## config.mk

```make
export PLATFORM = sky130hd
export DESIGN_NAME = lcd_char_ctrl
export DESIGN_NICKNAME = d
export VERILOG_FILES = /design/src/rtl/lcd_char_ctrl.sv
export SDC_FILE = /design/constraint.sdc
export NUM_CORES = 1
export LEC_CHECK = 0
export ABC_AREA = 1
export CORE_MARGIN = 4
export CORE_UTILIZATION = 54
export DETAILED_ROUTE_END_ITERATION = 12
export HOLD_SLACK_MARGIN = 0.02
export PLACE_DENSITY = 0.86
export SETUP_SLACK_MARGIN = 0.05
export SLEW_MARGIN = 25
export SYNTH_ARGS = -nofsm -noshare
export SYNTH_HDL_FRONTEND = slang
export SYNTH_SLANG_ARGS = --single-unit
export TNS_END_PERCENT = 5
```

## constraint.sdc

```tcl
create_clock -name i_clk -period 1.8 [get_ports i_clk]
set_clock_uncertainty 0.15 [all_clocks]
set_input_delay 0.36 -clock i_clk [delete_from_list [all_inputs] [get_ports i_clk]]
set_output_delay 0.36 -clock i_clk [all_outputs]
set_load 0.005 [all_outputs]
```

## src/rtl/lcd_char_ctrl.sv

```systemverilog
// lcd_char_ctrl: character-stream front end for an HD44780-style LCD in 8-bit,
// write-only mode. After reset it runs the init sequence (0x38, 0x0C, 0x06,
// 0x01 plus CLR_SLOTS idle slots). It then accepts one character at a time and
// turns it into bus slots while tracking the cursor position.
//
// Optional feature: define LCD_SCROLL_EN to scroll on row overflow. Scrolling
// keeps a shadow copy of the screen and rewrites the whole display from it.
// Without the macro a row overflow clears the display instead, and no shadow
// buffer is built.
//
// Ports
//   i_clk          system clock (sole clock)
//   i_rst_n        asynchronous active-low reset
//   i_char_valid   character offered (held by the sender until accepted)
//   i_char_data    ASCII or control code (0x0D newline, 0x08 backspace, 0x0C clear)
//   o_char_ready   character accepted on a cycle with i_char_valid & o_char_ready
//   o_lcd_data     LCD data bus
//   o_lcd_rs       0 = command, 1 = data
//   o_lcd_rw       always 0
//   o_lcd_en       enable strobe: high DIV cycles, then low DIV cycles per slot
module lcd_char_ctrl #(
    parameter int DIV       = 250000,
    parameter int COLS      = 16,
    parameter int ROWS      = 2,
    parameter int CLR_SLOTS = 2
) (
    input  logic       i_clk,
    input  logic       i_rst_n,
    input  logic       i_char_valid,
    input  logic [7:0] i_char_data,
    output logic       o_char_ready,
    output logic [7:0] o_lcd_data,
    output logic       o_lcd_rs,
    output logic       o_lcd_rw,
    output logic       o_lcd_en
);
    localparam int DW = $clog2(2 * DIV);
    localparam int WW = (CLR_SLOTS > 1) ? $clog2(CLR_SLOTS) : 1;

    typedef enum logic [3:0] {
        S_INIT_FUNC, S_INIT_DISP, S_INIT_MODE, S_CLEAR, S_CLR_WAIT, S_IDLE,
        S_SET_ADDR, S_WRITE, S_SCROLL, S_REF_ADDR, S_REF_DATA
    } state_t;

`ifdef LCD_SCROLL_EN
    localparam state_t OVF_STATE = S_SCROLL;
`else
    localparam state_t OVF_STATE = S_CLEAR;
`endif

    state_t          r_state, w_state_nxt;
    logic [DW-1:0]   r_div;
    logic [WW-1:0]   r_wait;
    logic [1:0]      r_row;
    logic [5:0]      r_col;
    logic [7:0]      r_char;
    logic            r_adv;       // 1: advance cursor after the write (printable)
    logic            r_ready, r_en, r_rs;
    logic [7:0]      r_data;
    logic            w_bus, w_slot, w_slot_end, w_accept, w_printable;
    logic            w_col_last, w_row_last, w_rs;
    logic [7:0]      w_data;

    function automatic logic [7:0] row_base(input logic [1:0] row);
        case (row)
            2'd0:    row_base = 8'h00;
            2'd1:    row_base = 8'h40;
            2'd2:    row_base = 8'(COLS);
            default: row_base = 8'(64 + COLS);
        endcase
    endfunction

`ifdef LCD_SCROLL_EN
    localparam int AW = $clog2(ROWS * COLS);
    logic [7:0]    r_shadow [ROWS*COLS];
    logic [1:0]    r_ref_row;
    logic [5:0]    r_ref_col;
    logic [AW-1:0] w_wr_idx, w_ref_idx;
    logic          w_ref_col_last;

    assign w_wr_idx       = AW'(int'(r_row) * COLS + int'(r_col));
    assign w_ref_idx      = AW'(int'(r_ref_row) * COLS + int'(r_ref_col));
    assign w_ref_col_last = (r_ref_col == 6'(COLS - 1));
`endif

    assign w_bus       = r_state inside {S_INIT_FUNC, S_INIT_DISP, S_INIT_MODE, S_CLEAR,
                                         S_SET_ADDR, S_WRITE, S_REF_ADDR, S_REF_DATA};
    assign w_slot      = w_bus || (r_state == S_CLR_WAIT);
    assign w_slot_end  = w_slot && (r_div == DW'(2 * DIV - 1));
    assign w_accept    = r_ready && i_char_valid;   // r_ready is only set in IDLE
    assign w_printable = (i_char_data >= 8'h20) && (i_char_data <= 8'h7E);
    assign w_col_last  = (r_col == 6'(COLS - 1));
    assign w_row_last  = (r_row == 2'(ROWS - 1));

    assign o_char_ready = r_ready;
    assign o_lcd_data   = r_data;
    assign o_lcd_rs     = r_rs;
    assign o_lcd_rw     = 1'b0;
    assign o_lcd_en     = r_en;

    always_ff @(posedge i_clk or negedge i_rst_n) begin
        if (!i_rst_n) r_state <= S_INIT_FUNC;
        else          r_state <= w_state_nxt;
    end

    // NOTE: every signal assigned in this block gets a default first so that
    // no path leaves it unassigned, which would otherwise infer a latch.
    always_comb begin
        w_state_nxt = r_state;
        w_data      = 8'h00;
        w_rs        = 1'b0;
        case (r_state)
            S_INIT_FUNC: begin w_data = 8'h38; if (w_slot_end) w_state_nxt = S_INIT_DISP; end
            S_INIT_DISP: begin w_data = 8'h0C; if (w_slot_end) w_state_nxt = S_INIT_MODE; end
            S_INIT_MODE: begin w_data = 8'h06; if (w_slot_end) w_state_nxt = S_CLEAR; end
            S_CLEAR: begin
                w_data = 8'h01;
                if (w_slot_end) w_state_nxt = (CLR_SLOTS == 0) ? S_IDLE : S_CLR_WAIT;
            end
            S_CLR_WAIT:
                if (w_slot_end && r_wait == WW'(CLR_SLOTS - 1)) w_state_nxt = S_IDLE;
            S_IDLE:
                if (w_accept) begin
                    if (w_printable) w_state_nxt = S_SET_ADDR;
                    else begin
                        case (i_char_data)
                            8'h0D:   if (w_row_last) w_state_nxt = OVF_STATE;
                            8'h08:   if (r_row != '0 || r_col != '0) w_state_nxt = S_SET_ADDR;
                            8'h0C:   w_state_nxt = S_CLEAR;
                            default: ;  // unsupported code: dropped
                        endcase
                    end
                end
            S_SET_ADDR: begin
                w_data = 8'h80 | (row_base(r_row) + {2'b00, r_col});
                if (w_slot_end) w_state_nxt = S_WRITE;
            end
            S_WRITE: begin
                w_data = r_char;
                w_rs   = 1'b1;
                if (w_slot_end)
                    w_state_nxt = (r_adv && w_col_last && w_row_last) ? OVF_STATE : S_IDLE;
            end
`ifdef LCD_SCROLL_EN
            S_SCROLL: w_state_nxt = S_REF_ADDR;
            S_REF_ADDR: begin
                w_data = 8'h80 | row_base(r_ref_row);
                if (w_slot_end) w_state_nxt = S_REF_DATA;
            end
            S_REF_DATA: begin
                w_data = r_shadow[w_ref_idx];
                w_rs   = 1'b1;
                if (w_slot_end && w_ref_col_last)
                    w_state_nxt = (r_ref_row == 2'(ROWS - 1)) ? S_IDLE : S_REF_ADDR;
            end
`endif
            default: ;
        endcase
    end

    // Bus outputs are registered and follow the state slot by one cycle, so the
    // data, RS and the EN rising edge all change together at bus-slot start.
    // On an overflow wrap the cursor stays on the last row at col 0: that is the
    // scroll end position, and the clear state zeroes it otherwise.
    always_ff @(posedge i_clk or negedge i_rst_n) begin
        if (!i_rst_n) begin
            r_div   <= '0;
            r_wait  <= '0;
            r_row   <= '0;
            r_col   <= '0;
            r_char  <= 8'h20;
            r_adv   <= 1'b0;
            r_ready <= 1'b0;
            r_data  <= 8'h00;
            r_rs    <= 1'b0;
            r_en    <= 1'b0;
        end else begin
            // NOTE: sequential state uses non-blocking assignments so every
            // register here samples pre-edge values of the others.
            r_ready <= (r_state == S_IDLE) && !w_accept;
            r_en    <= w_bus && (r_div < DW'(DIV));
            if (w_bus && r_div == '0) begin
                r_data <= w_data;
                r_rs   <= w_rs;
            end
            if (w_slot_end)  r_div <= '0;
            else if (w_slot) r_div <= r_div + 1'b1;
            if (r_state != S_CLR_WAIT) r_wait <= '0;
            else if (w_slot_end)       r_wait <= r_wait + 1'b1;

            if (w_accept) begin
                if (w_printable) begin
                    r_char <= i_char_data;
                    r_adv  <= 1'b1;
                end else begin
                    case (i_char_data)
                        8'h0D: begin
                            r_col <= '0;
                            if (!w_row_last) r_row <= r_row + 1'b1;
                        end
                        8'h08: begin
                            r_char <= 8'h20;
                            r_adv  <= 1'b0;
                            if (r_col != '0) r_col <= r_col - 1'b1;
                            else if (r_row != '0) begin
                                r_row <= r_row - 1'b1;
                                r_col <= 6'(COLS - 1);
                            end
                        end
                        default: ;
                    endcase
                end
            end

            if (r_state == S_WRITE && w_slot_end && r_adv) begin
                if (!w_col_last) r_col <= r_col + 1'b1;
                else begin
                    r_col <= '0;
                    if (!w_row_last) r_row <= r_row + 1'b1;
                end
            end
            if (r_state == S_CLEAR) begin
                r_row <= '0;
                r_col <= '0;
            end
        end
    end

`ifdef LCD_SCROLL_EN
    // NOTE: the shadow buffer is reset explicitly because the display is
    // rebuilt from it; an unreset copy would paint garbage on the first scroll.
    always_ff @(posedge i_clk or negedge i_rst_n) begin
        if (!i_rst_n) begin
            for (int i = 0; i < ROWS * COLS; i++) r_shadow[i] <= 8'h20;
        end else if (r_state == S_CLEAR) begin
            for (int i = 0; i < ROWS * COLS; i++) r_shadow[i] <= 8'h20;
        end else if (r_state == S_SCROLL) begin
            // Shift everything up one row; the last row becomes blank.
            for (int i = 0; i < ROWS * COLS; i++)
                r_shadow[i] <= (i < (ROWS - 1) * COLS) ? r_shadow[(i + COLS) % (ROWS * COLS)]
                                                       : 8'h20;
        end else if (r_state == S_WRITE && w_slot_end) begin
            r_shadow[w_wr_idx] <= r_char;
        end
    end

    always_ff @(posedge i_clk or negedge i_rst_n) begin
        if (!i_rst_n) begin
            r_ref_row <= '0;
            r_ref_col <= '0;
        end else if (r_state == S_SCROLL) begin
            r_ref_row <= '0;
            r_ref_col <= '0;
        end else if (r_state == S_REF_DATA && w_slot_end) begin
            if (w_ref_col_last) begin
                r_ref_col <= '0;
                r_ref_row <= r_ref_row + 1'b1;
            end else begin
                r_ref_col <= r_ref_col + 1'b1;
            end
        end
    end
`endif

endmodule

```

==> metrics list, run 1 <==
- Entering global routing, the biggest net connects 23 pins.
* P per Cell Area: 421 mW/mm^2
- The slowest stage of the critical path is the sky130_fd_sc_hd__clkdlybuf4s50_1 cell.
- The design draws 1.98 mW.
- Largest stage delay, worst path: 0.50 ns
- Unrepaired setup endpoints after global routing: true
- Critical path fanouts, max: 3
* Global-route wire length before repair: 15.7 mm
- For the worst setup path, the data arrival time is 1.98 ns.
- Using the TritonRoute via totals, the vias-per-cell ratio works out to 5.98.
* Antenna cell count: 0
- Category of the worst setup path launch point: input pin
- Sequential-to-total area share from yosys stat: 0.375
- The worst setup path is captured at a register.
* Number of nets with antenna violations after detailed routing: 0
- Warnings, synthesis: 0
- The min-delay analysis places its worst path in the category input pin to register.
* Syn Nets: 508
* Number of top-level pins: 23
- Buffers from clock root to sink, at most: 2
* Crit path setup slack, layout: -0.0841 ns
* Multi-input combinational cell area: 0.00208 mm^2
- Die height: 87.4 um
- The final count of pins violating max slew was 0.
* Nets: 609
- The number of antenna violations at the first check in global routing came to 0.
- Die footprint: 0.00764 mm^2
- Vias in the first global route: 3414
* Setup Viol. Count Final: 13
- Share of the synthesized area in the top cell type: 0.367
* Clock period minus worst slack: 1.88 ns
* GR Util All Layers: 0.260
- Skew-Pair Late Insertion Delay: 0.31 ns
- Maximum clock frequency: 0.531 GHz
- The first routing iteration left 512 violations.
- Number of buffers added by the clock tree synthesis step: 5
* Sum of net half-perimeters after detailed placement: 7.39 mm
- Walking the worst path, the cells encountered are clkdlybuf4s50_1 -> buf_4 -> nand2_1 -> nor2_1 -> nand2_1 -> nand2_1 -> nand2_2 -> nand2_1 -> nand2_1 -> nand2_1 -> nand4_1 -> nand2_1.
- In this run, distinct cell masters in the synthesized netlist total 35.
- Post-route clock period utilization: 1.05
* Transition time of the tightest slew-check pin: 0.550 ns
- Number of standard cells after synthesis: 490
- Top post-synthesis cells by area: sky130_fd_sc_hd__dfrtp_1 (37%), sky130_fd_sc_hd__nand2_1 (14%), sky130_fd_sc_hd__inv_1 (7.3%), sky130_fd_sc_hd__nor2_1 (6.8%), sky130_fd_sc_hd__nand3_1 (4.8%)
- The routed layout has 3991 vias.
- Wire length reported by the detailed router: 11.5 mm
- Post-route DRC violation count: 0
- Input/output buffers: 21
- Share of final-layout standard cells stronger than drive strength 1: 0.299
- TritonCTS built the clock tree.
- Wirelength per Cell: 17.3 um
- For this design the static power due to leakage is 2.38 nW.
* CTS clock-pin slew for the worst setup and hold paths: 0.10 ns
- Most frequent CP cell: sky130_fd_sc_hd__nand2_1
- Master cell of the clock root buffer: sky130_fd_sc_hd__clkbuf_8
- Final Hold Viols: 0
* Worst slew slack as a fraction of its limit: 0.634
- Adding up every negative setup slack in the final design gives -0.456 ns.
- VDD IR-drop max: 0.325 mV
- Floorplan Core Area: 0.00603 mm^2
- Register cell area after layout: 0.00128 mm^2
- Setup Crit Path Kind: input pin to register
* Total global routing overflow: 0
- Die span in x: 87.4 um
* Post-Syn Area per Cell: 6.95 um^2
- In the layout the commonest cells are sky130_fd_sc_hd__nand2_1 (115), sky130_fd_sc_hd__buf_4 (76), sky130_fd_sc_hd__inv_1 (60).
- Setup WS pre-CTS: -0.401 ns
- The mapped netlist covers 0.00341 mm^2.
* Fillers: 372
- The tightest hold path in the finished design has a slack of 0.255 ns.
- Synthesis inferred 51 register bits.
- For this design, the sink count on the clock tree is 51.
- For this configuration, the core starts out at a cell density of 0.565.
* Number of max-cap violations: 0
- Initial DRT Pass Iterations: 7
- In this run the core area contains 28 standard-cell rows.
- GPL Wtd Cong: 0.930
- Commonest non-fill, non-tap cell in the layout: sky130_fd_sc_hd__nand2_1
- The biggest area contributor in the post-synthesis netlist is sky130_fd_sc_hd__dfrtp_1.
* Area growth from synthesis to layout: 38.0%
- Status: finished, violations left
- Critical path data required time: 1.90 ns
* Violations in the final reports: setup timing
* Depth of the CTS H-tree: 2
## through the flow
step | area, um^2 | std cells | utilization
2_1_floorplan | 3410 | 490 | -
3_3_place_gp | 4170 | 645 | 0.692
3_5_place_dp | 4170 | 645 | 0.692
4_1_cts | 4340 | 654 | 0.720
5_1_grt | 4700 | 667 | 0.780
6_report | 4700 | 667 | 0.780
## synth_stat cells, drive strengths merged
cell type / number
nand3b: 3
nor3: 13
nor4: 3
a31oi: 1
inv: 70
buf: 9
a21oi: 16
nor2: 70
or2: 1
dfstp: 1
nand4: 27
nand3: 33
xnor2: 1
a22oi: 2
conb: 1
o21ai: 32
dfrtp: 50
a221oi: 1
xor2: 11
nand2: 131
o22ai: 4
clkbuf: 3
ha: 7
## critical path, delay by kind of cell
kind	cells	cell delay, ns
and+or+nand+nor	10	0.99
buffers and inverters	2	0.63
## where the power goes
part           switching [mW]  total, mW  internal (mW)
Clock                   0.416      0.695          0.279
Sequential            0.00519       1.16           1.15
Combinational          0.0699      0.122         0.0521
## flip-flops by register name, indices dropped and copies added (netlist names), 2 cells and up
| name | count |
|---|---|
| r_char | 8 |
| r_div | 19 |
| r_col | 6 |
| r_state | 3 |
| o_lcd_data | 8 |
| r_row | 2 |
## cell families after synthesis
family / share of synthesized area
simple gates: 0.376
buf+inv: 0.101
compound gates: 0.0900
flops: 0.375
xor+xnor: 0.0309
fa+ha+maj: 0.0257
other cells: 0.00110
## final timing paths
| kind | start | slack (ns) | endpoint | depth (start not counted) |
|---|---|---|---|---|
| max | i_char_data[5] | -0.08 | r_state[0]$_DFFE_PN0P_ | 12 |
| min | i_char_data[0] | 0.26 | r_char[0]$_DFFE_PN0P_ | 3 |
| min in group asynchronous | i_rst_n | 0.41 | r_div[3]$_DFFE_PN0P_ | 2 |
| max reg2reg | r_div[1]$_DFFE_PN0P_ | -0.07 | r_state[1]$_DFFE_PN0P_ | 10 |
| min reg2reg | o_lcd_data[6]$_DFFE_PN0P_ | 0.35 | o_lcd_data[6]$_DFFE_PN0P_ | 2 |
| max in group asynchronous | i_rst_n | 0.53 | r_div[1]$_DFFE_PN0P_ | 3 |
## final cells by class
class | instances | area share
multi-input cells | 358 | 0.443
flip-flops and latches | 51 | 0.273
repair buffers | 105 | 0.186
inverters | 70 | 0.0583
well taps | 75 | 0.0200
clock buffers | 5 | 0.0146
clock inverters | 3 | 0.00506
## per-layer routing
metal / up-vias / part of all wire / routed length [um] / global-route usage
met5: - / 0 / 0 / 0
met4: 0 / 0.039 / 450 / 0.0795
met3: 69 / 0.10 / 1200 / 0.0369
met2: 297 / 0.46 / 5250 / 0.404
met1: 1835 / 0.40 / 4620 / 0.375
li1: 1790 / - / - / -
## repair_timing
item | 4_1_cts | 5_1_grt
setup endpoints to repair | 24 | 40
hold buffers | 1 | 0
pin swaps | 3 | 20
setup buffers | 0 | 10
hold endpoints to repair | 19 | 0
resized for setup | 19 | 80
cloned | 0 | 3
(Power assumes the default switching activity.)
==> inputs of run 2 (changes only) <==
--- a/config.mk
+++ b/config.mk
@@ -6,7 +6,7 @@
 export NUM_CORES = 1
 export LEC_CHECK = 0
 export ABC_AREA = 1
-export CORE_MARGIN = 4
+export CAP_MARGIN = 20
 export CORE_UTILIZATION = 54
 export DETAILED_ROUTE_END_ITERATION = 12
 export HOLD_SLACK_MARGIN = 0.02
==> metrics list, run 2 (synthesis results as in run 1) <==
* Status: finished, violations left (unchanged)
- Violations in the final reports: setup timing (unchanged)
- CTS clock-pin slew for the worst setup and hold paths: 0.10 ns (about the same)
* Total Power: 2.14 mW (was 1.98 mW)
* Crit path setup slack, layout: -0.00603 ns (was -0.0841 ns)
- The longest individual stage delay on the worst path came to 0.39 ns (was 0.50 ns).
- Clock period minus worst slack: 1.81 ns (was 1.88 ns)
- The internal power came to 1.66 mW (was 1.49 mW).
- The wire length of the first global-routing pass was 15.6 mm (was 15.7 mm).
* Post-route DRC violation count: 0 (unchanged)
- The power per cell area was 465 mW/mm^2 (was 421 mW/mm^2).
- The instance count along the most critical hold path was 4 (was 3).
* Pin count of the biggest net entering global routing: 35 (was 23)
* Wirelength per Cell: 15.1 um (was 17.3 um)
* Critical path fanouts, max: 7 (was 3)
- VDD IR-drop max: 0.388 mV (was 0.325 mV)
- The final instance count without filler cells was 667 (unchanged).
* Maximum clock frequency: 0.554 GHz (was 0.531 GHz)
* Floorplan Core Area: 0.00599 mm^2 (was 0.00603 mm^2)
- Nets: 609 (unchanged)
- Number of placement rows: 28 (unchanged)
* Clock network fraction of design power: 0.407 (was 0.351)
- The number of iterations in the first detailed-routing pass is 5 (was 7).
* Most flops, register: r_div (unchanged)
- Commonest cells after routing, fill and taps aside: sky130_fd_sc_hd__nand2_1 (123), sky130_fd_sc_hd__buf_4 (81), sky130_fd_sc_hd__inv_1 (58) (was sky130_fd_sc_hd__nand2_1 (115), sky130_fd_sc_hd__buf_4 (76), sky130_fd_sc_hd__inv_1 (60))
- Cell family contributing the most delay on the critical path: simple AND/OR/NAND/NOR gates (unchanged)
- Highest-delay cell along the critical path: sky130_fd_sc_hd__dfrtp_1 (was sky130_fd_sc_hd__clkdlybuf4s50_1)
- Skew-Pair Late Insertion Delay: 0.31 ns (about the same)
* Antenna cell count: 0 (unchanged)
- Origin of the worst setup path: r_state[2]$_DFFE_PN0P_ (was i_char_data[5])
- Switching part of the total power: 0.225 (was 0.248)
- The kind of start point of the critical path is a register (was input pin).
- Number of top-level pins: 23 (unchanged)
- The x dimension of the die was 81.4 um (was 87.4 um).
- Sum of net half-perimeters after detailed placement: 7.37 mm (was 7.39 mm)
- The area used by multi-input combinational logic came to 0.00197 mm^2 (was 0.00208 mm^2).
- The routability congestion estimate from global placement came to 0.956 (was 0.930).
- The final global-route overflow total was 0 (unchanged).
- Combinational power share: 0.050 (was 0.062)
- The number of global-route vias before repair came to 3472 (was 3414).
* Depth of the CTS H-tree: 2 (unchanged)
- Cell Chain, Critical Path: inv_2 -> buf_4 -> nor2_8 -> inv_4 -> nor2_8 -> inv_1 -> nor2_2 -> buf_4 -> nand2_1 -> nand3_1 -> nand2_1 (was clkdlybuf4s50_1 -> buf_4 -> nand2_1 -> nor2_1 -> nand2_1 -> nand2_1 -> nand2_2 -> nand2_1 -> nand2_1 -> nand2_1 -> nand4_1 -> nand2_1).
- CP bufs+invs: 5 (was 2)
- DRC violation total after the first TritonRoute iteration: 279 (was 512)
- The most frequent standard cell in the layout excluding fill and tap cells was sky130_fd_sc_hd__nand2_1 (unchanged).
- Unrepaired setup endpoints after global routing: true (unchanged).
- Number of clock sinks: 51 (unchanged)
- The number of cell instances on the worst register-to-register path is 11 (was 10).
- The kind of path behind the tightest hold check is input pin to register (unchanged).
* Critical path capture point: r_col[2]$_DFFE_PN0P_ (was r_state[0]$_DFFE_PN0P_)
- The register-to-register path setup slack came to -0.006 ns (was -0.07 ns).
* Buffers from clock root to sink, at most: 2 (unchanged)
- The synthesis-to-layout area growth is 35.0% (was 38.0%).
* Sw power: 0.481 mW (was 0.491 mW)
- The die outline area was 0.00663 mm^2 (was 0.00764 mm^2).
- The aggregate global-route resource usage is 0.311 (was 0.260).
* Setup Crit Path Kind: register to register (was input pin to register)
- Register cell area after layout: 0.00128 mm^2 (about the same)
- Post-route clock period utilization: 1.00 (was 1.05)
* Final core utilization: 0.768 (was 0.780)
* CTS tree: built (unchanged)
* Input/output buffers: 21 (unchanged)
* Pleak: 2.40 nW (was 2.38 nW)
- The clock buffer count from CTS was 5 (unchanged).
* Critical path data required time: 1.85 ns (was 1.90 ns)
* Setup Viol. Count Final: 2 (was 13)
- The final count of pins violating max slew is 0 (unchanged).
* Via/cell ratio: 5.64 (was 5.98)
- Part of the total power dissipated in sequential elements: 0.542 (was 0.587)
- Initial standard-cell utilization of the core: 0.569 (was 0.565)
* Die height: 81.4 um (was 87.4 um)
- The capture instance of the worst register-to-register path was r_col[2]$_DFFE_PN0P_ (was r_state[1]$_DFFE_PN0P_).
- The count of maximum capacitance violations came to 0 (unchanged).
* Wire length reported by the detailed router: 10.0 mm (was 11.5 mm)
- The number of fillers in the final layout came to 426 (was 372).
- Endpoint kind of the worst setup timing path: register (unchanged)
- The fraction of final layout cells with drive strength greater than 1 came to 0.262 (was 0.299).
- The cell count after placement is 651 (was 645).
* Setup WS pre-CTS: -0.322 ns (was -0.401 ns)
* Total number of vias: 3759 (was 3991)
- The critical path arrival was 1.86 ns (was 1.98 ns).
- The number of nets still failing antenna checks after routing was 0 (unchanged).
* Final Hold Viols: 0 (unchanged)
* Number of cells on the critical path: 11 (was 12)
- The reg-to-reg critical path startpoint was r_state[2]$_DFFE_PN0P_ (was r_div[1]$_DFFE_PN0P_).
- Number of flip-flops in the largest register: 19 (unchanged)
- The cell at the root of the clock tree was sky130_fd_sc_hd__clkbuf_8 (unchanged).
- The number of antenna violations at the first check in global routing is 0 (unchanged).
## run 2: cell types whose count changed in the layout (fill, tap and decap cells not counted), sizes merged
cell | previous run | this run
bufinv | 0 | 1
clkbuf | 5 | 6
clkinvlp | 3 | 0
dlygate4sd2 | 1 | 0
dlymetal6s2s | 4 | 5
inv | 70 | 71
## run 2: worst min path at each step
stage,start,slack (ns),to
final,i_char_data[5],0.29,r_char[5]$_DFFE_PN1P_
after CTS,o_lcd_data[5]$_DFFE_PN0P_,0.35,o_lcd_data[5]$_DFFE_PN0P_
after floorplan,i_rst_n,-0.09,o_char_ready$_DFF_PN0_
after detailed placement,i_rst_n,0.19,r_div[13]$_DFFE_PN0P_
after global routing,i_char_data[5],0.32,r_char[5]$_DFFE_PN1P_
after global placement,i_rst_n,0.18,r_div[13]$_DFFE_PN0P_
## run 2: power by group through the flow
stage,Clock [mW],Sequential [mW],Combinational [mW]
final,0.872,1.16,0.108
after global routing,0.937,1.16,0.121
after CTS,0.890,1.16,0.107
after detailed placement,0,1.18,0.105
after global placement,0,1.18,0.101
after floorplan,0,1.18,0.0303
## run 2: repair_timing
action                     CTS  global route
buffers inserted             3             3
setup endpoints to repair   26            37
cloned                       0             1
pin swaps                    2            14
hold buffers                 1             0
resized for setup            9            54
hold endpoints to repair    17             0
## run 2: area by class of cell
type	count	area share
Sequential cell	51	0.278
Clock inverter	2	0.00844
Tap cell	75	0.0204
Multi-Input combinational cell	358	0.429
Timing Repair Buffer	105	0.189
Inverter	70	0.0582
Clock buffer	6	0.0180
## run 2: metal layers
| metal | wire length (um) | track usage | up-vias | part of all wire |
|---|---|---|---|---|
| met2 | 4890 | 0.530 | 201 | 0.49 |
| met3 | 708 | 0.0444 | 44 | 0.070 |
| li1 | - | - | 1790 | - |
| met5 | 0 | 0 | - | 0 |
| met1 | 4040 | 0.386 | 1724 | 0.40 |
| met4 | 409 | 0.145 | 0 | 0.041 |
## run 2: stage by stage
step / hold WS [ns] / cell area (um^2) / setup TNS [ns]
2_1_floorplan: -0.0856 / 3410 / 0
3_3_place_gp: 0.176 / 4220 / -3.69
3_5_place_dp: 0.186 / 4220 / -5.18
4_1_cts: 0.346 / 4410 / 0
5_1_grt: 0.321 / 4600 / -1.22
6_report: 0.291 / 4600 / -0.00788
## run 2: worst reg2reg max path, delay by kind of cell, from the launching register on
kind	cells	cell delay (ns)
simple gates	6	0.65
flops	1	0.39
buf+inv	5	0.50
==> inputs of run 3 (changes only) <==
--- a/config.mk
+++ b/config.mk
@@ -6,12 +6,11 @@
 export NUM_CORES = 1
 export LEC_CHECK = 0
 export ABC_AREA = 1
-export CAP_MARGIN = 20
+export CAP_MARGIN = 30
 export CORE_UTILIZATION = 54
 export DETAILED_ROUTE_END_ITERATION = 12
 export HOLD_SLACK_MARGIN = 0.02
 export PLACE_DENSITY = 0.86
-export SETUP_SLACK_MARGIN = 0.05
 export SLEW_MARGIN = 25
 export SYNTH_ARGS = -nofsm -noshare
 export SYNTH_HDL_FRONTEND = slang
==> metrics list, run 3 (synthesis results as in run 1) <==
* Commonest cells after routing, fill and taps aside: sky130_fd_sc_hd__nand2_1 (123), sky130_fd_sc_hd__buf_4 (79), sky130_fd_sc_hd__inv_1 (59) (was sky130_fd_sc_hd__nand2_1 (123), sky130_fd_sc_hd__buf_4 (81), sky130_fd_sc_hd__inv_1 (58))
* Final Hold Viols: 0 (unchanged)
* Pin count of the biggest net entering global routing: 35 (unchanged)
- The internal power came to 1.66 mW (about the same).
* Post-route DRC violation count: 0 (unchanged)
- The TritonCTS clock tree is built (unchanged).
- The worst setup slack after placement came to -0.322 ns (unchanged).
- The clock latency at the later pin of the worst-skew pair is 0.32 ns (was 0.31 ns).
- The share of total power in combinational logic was 0.050 (about the same).
- The synthesis-to-layout area growth was 34.8% (was 35.0%).
- Die height: 81.4 um (unchanged)
- Critical path data required time: 1.90 ns (was 1.85 ns)
- Buffers from clock root to sink, at most: 2 (unchanged)
- The shortest period the worst path allows came to 1.80 ns (was 1.81 ns).
- The die outline area was 0.00663 mm^2 (unchanged).
* Pleak: 2.40 nW (about the same)
- The critical path arrival was 1.91 ns (was 1.86 ns).
- The flip-flop count of the largest register after layout was 19 (unchanged).
- The clock buffer count from CTS came to 5 (unchanged).
- The total wire length is 10.1 mm (was 10.0 mm).
* Critical path capture point: r_state[0]$_DFFE_PN0P_ (was r_col[2]$_DFFE_PN0P_)
* Switching part of the total power: 0.229 (was 0.225)
- Origin of the worst setup path: r_div[0]$_DFFE_PN0P_ (was r_state[2]$_DFFE_PN0P_)
- The area of all placed cells without fillers was 0.00459 mm^2 (was 0.00460 mm^2).
- The number of global-route vias before repair is 3463 (was 3472).
- Reg-to-reg setup timing slack: -0.003 ns (was -0.006 ns)
- Final TNS setup: -0.00282 ns (was -0.00788 ns)
- The utilization after layout was 0.767 (was 0.768).
* CTS clock-pin slew for the worst setup and hold paths: 0.11 ns (was 0.10 ns)
- Sum of net half-perimeters after detailed placement: 7.37 mm (unchanged)
- Setup Viol. Count Final: 1 (was 2)
* Cell area after placement: 0.00422 mm^2 (unchanged)
- Depth of the CTS H-tree: 2 (unchanged)
* Total number of vias: 3735 (was 3759)
- Clock network fraction of design power: 0.411 (was 0.407)
- Violations in the final reports: setup timing (unchanged).
- Status: finished, violations left (unchanged)
* Antenna violations before repair: 0 (unchanged)
- Floorplan Core Area: 0.00599 mm^2 (unchanged)
* Wirelength per Cell: 15.2 um (was 15.1 um)
- Number of placement rows: 28 (unchanged)
- Maximum clock frequency: 0.555 GHz (was 0.554 GHz)
- Endpoint kind of the worst setup timing path: register (unchanged)
- Total count of max-transition violations in the final report: 0 (unchanged)
- Commonest non-fill, non-tap cell in the layout: sky130_fd_sc_hd__nand2_1 (unchanged)
- The maximum ir drop on the vdd rail was 0.396 mV (was 0.388 mV).
- The final global-route overflow total was 0 (unchanged).
- DRC violation total after the first TritonRoute iteration: 240 (was 279)
* Initial standard-cell utilization of the core: 0.569 (unchanged)
- Tightest Hold Check Type: input pin to register (unchanged)
- The average via count per standard cell is 5.62 (was 5.64).
- Sw power: 0.494 mW (was 0.481 mW)
* Most flops, register: r_div (unchanged)
- The antenna diode count came to 0 (unchanged).
* Number of max-cap violations: 0 (unchanged)
- The sequential fraction of design power came to 0.539 (was 0.542).
- The reg-to-reg critical path startpoint was r_div[0]$_DFFE_PN0P_ (was r_state[2]$_DFFE_PN0P_).
- GR Util All Layers: 0.310 (was 0.311)
- The worst hold margin came to 0.281 ns (was 0.291 ns).
- The fraction of the cycle the final worst path needs is 1.00 (about the same).
- The kind of start point of the critical path is a register (unchanged).
* Master cell of the clock root buffer: sky130_fd_sc_hd__clkbuf_8 (unchanged)
- Input/output buffers: 21 (unchanged)
- The fraction of final layout cells with drive strength greater than 1 is 0.263 (was 0.262).
- GPL Wtd Cong: 0.956 (unchanged)
- Worst reg-to-reg path cell count: 10 (was 11)
- Number of nets with antenna violations after detailed routing: 0 (unchanged)
- The least setup slack across all paths after layout is -0.00282 ns (was -0.00603 ns).
* Critical path fanouts, max: 5 (was 7)
- Nets: 607 (was 609)
- The power per cell area is 469 mW/mm^2 (was 465 mW/mm^2).
- The clock sink total is 51 (unchanged).
- The critical path start-end classification is register to register (unchanged).
- Number of top-level pins: 23 (unchanged)
- Global-route wire length before repair: 15.6 mm (about the same)
- Capturing point of the worst reg2reg path: r_state[0]$_DFFE_PN0P_ (was r_col[2]$_DFFE_PN0P_)
* Die span in x: 81.4 um (unchanged)
- Unrepaired setup endpoints after global routing: true (unchanged)
* Initial DRT Pass Iterations: 5 (unchanged)
[run 3: stage by stage]
stage	power [mW]	std cells
after floorplan	1.21	490
after global placement	1.28	651
after detailed placement	1.29	651
after CTS	2.16	662
after global routing	2.22	665
final	2.15	665
[run 3: final cells by class]
| class | instances | area (um^2) |
|---|---|---|
| clock inverter | 2 | 38.8 |
| timing repair buffer | 103 | 852 |
| fill | 425 | 1400 |
| multi-input combinational | 358 | 1980 |
| tap | 75 | 93.8 |
| clock buffer | 6 | 82.6 |
| sequential | 51 | 1280 |
| inverter | 70 | 265 |
[run 3: worst min-delay path by stage]
stage / to / from / slack (ns) / depth (start not counted)
finish: r_char[5]$_DFFE_PN1P_ / i_char_data[5] / 0.28 / 4
global route: r_char[5]$_DFFE_PN1P_ / i_char_data[5] / 0.32 / 4
CTS: o_lcd_data[5]$_DFFE_PN0P_ / o_lcd_data[5]$_DFFE_PN0P_ / 0.35 / 2
detailed placement: r_div[13]$_DFFE_PN0P_ / i_rst_n / 0.19 / 1
global placement: r_div[13]$_DFFE_PN0P_ / i_rst_n / 0.18 / 1
floorplan: o_char_ready$_DFF_PN0_ / i_rst_n / -0.09 / 0
[run 3: worst max-delay path, stage by stage (launching register included)]
cell and delay, ns:
sky130_fd_sc_hd__dfrtp_1 0.42, sky130_fd_sc_hd__ha_4 0.18, sky130_fd_sc_hd__nand3_4 0.12, sky130_fd_sc_hd__inv_2 0.10, sky130_fd_sc_hd__nand3_2 0.09, sky130_fd_sc_hd__nor2_4 0.16, sky130_fd_sc_hd__nor2_2 0.06, sky130_fd_sc_hd__nor2_2 0.16
sky130_fd_sc_hd__buf_4 0.14, sky130_fd_sc_hd__nand4_1 0.09, sky130_fd_sc_hd__nand2_1 0.08
[run 3: power groups by stage]
stage | Sequential, mW | Clock, mW | Combinational [mW]
after global routing | 1.16 | 0.937 | 0.121
after CTS | 1.16 | 0.890 | 0.107
final | 1.16 | 0.885 | 0.108
after detailed placement | 1.18 | 0 | 0.105
after floorplan | 1.18 | 0 | 0.0303
after global placement | 1.18 | 0 | 0.101
[run 3: repair_timing]
item	CTS	global route
hold buffers	1	0
hold endpoints to repair	17	0
pin swaps	2	15
endpoints found under the setup margin	17	34
resized for setup	7	56
cloned	0	1
buffers inserted	2	2
[run 3: per-layer routing]
layer	track usage	routed length, um	share of wire	vias up
li1	-	-	-	1787
met1	0.386	4160	0.41	1734
met2	0.528	4950	0.49	171
met3	0.0444	607	0.060	43
met4	0.145	374	0.037	0
met5	0	0	0	-
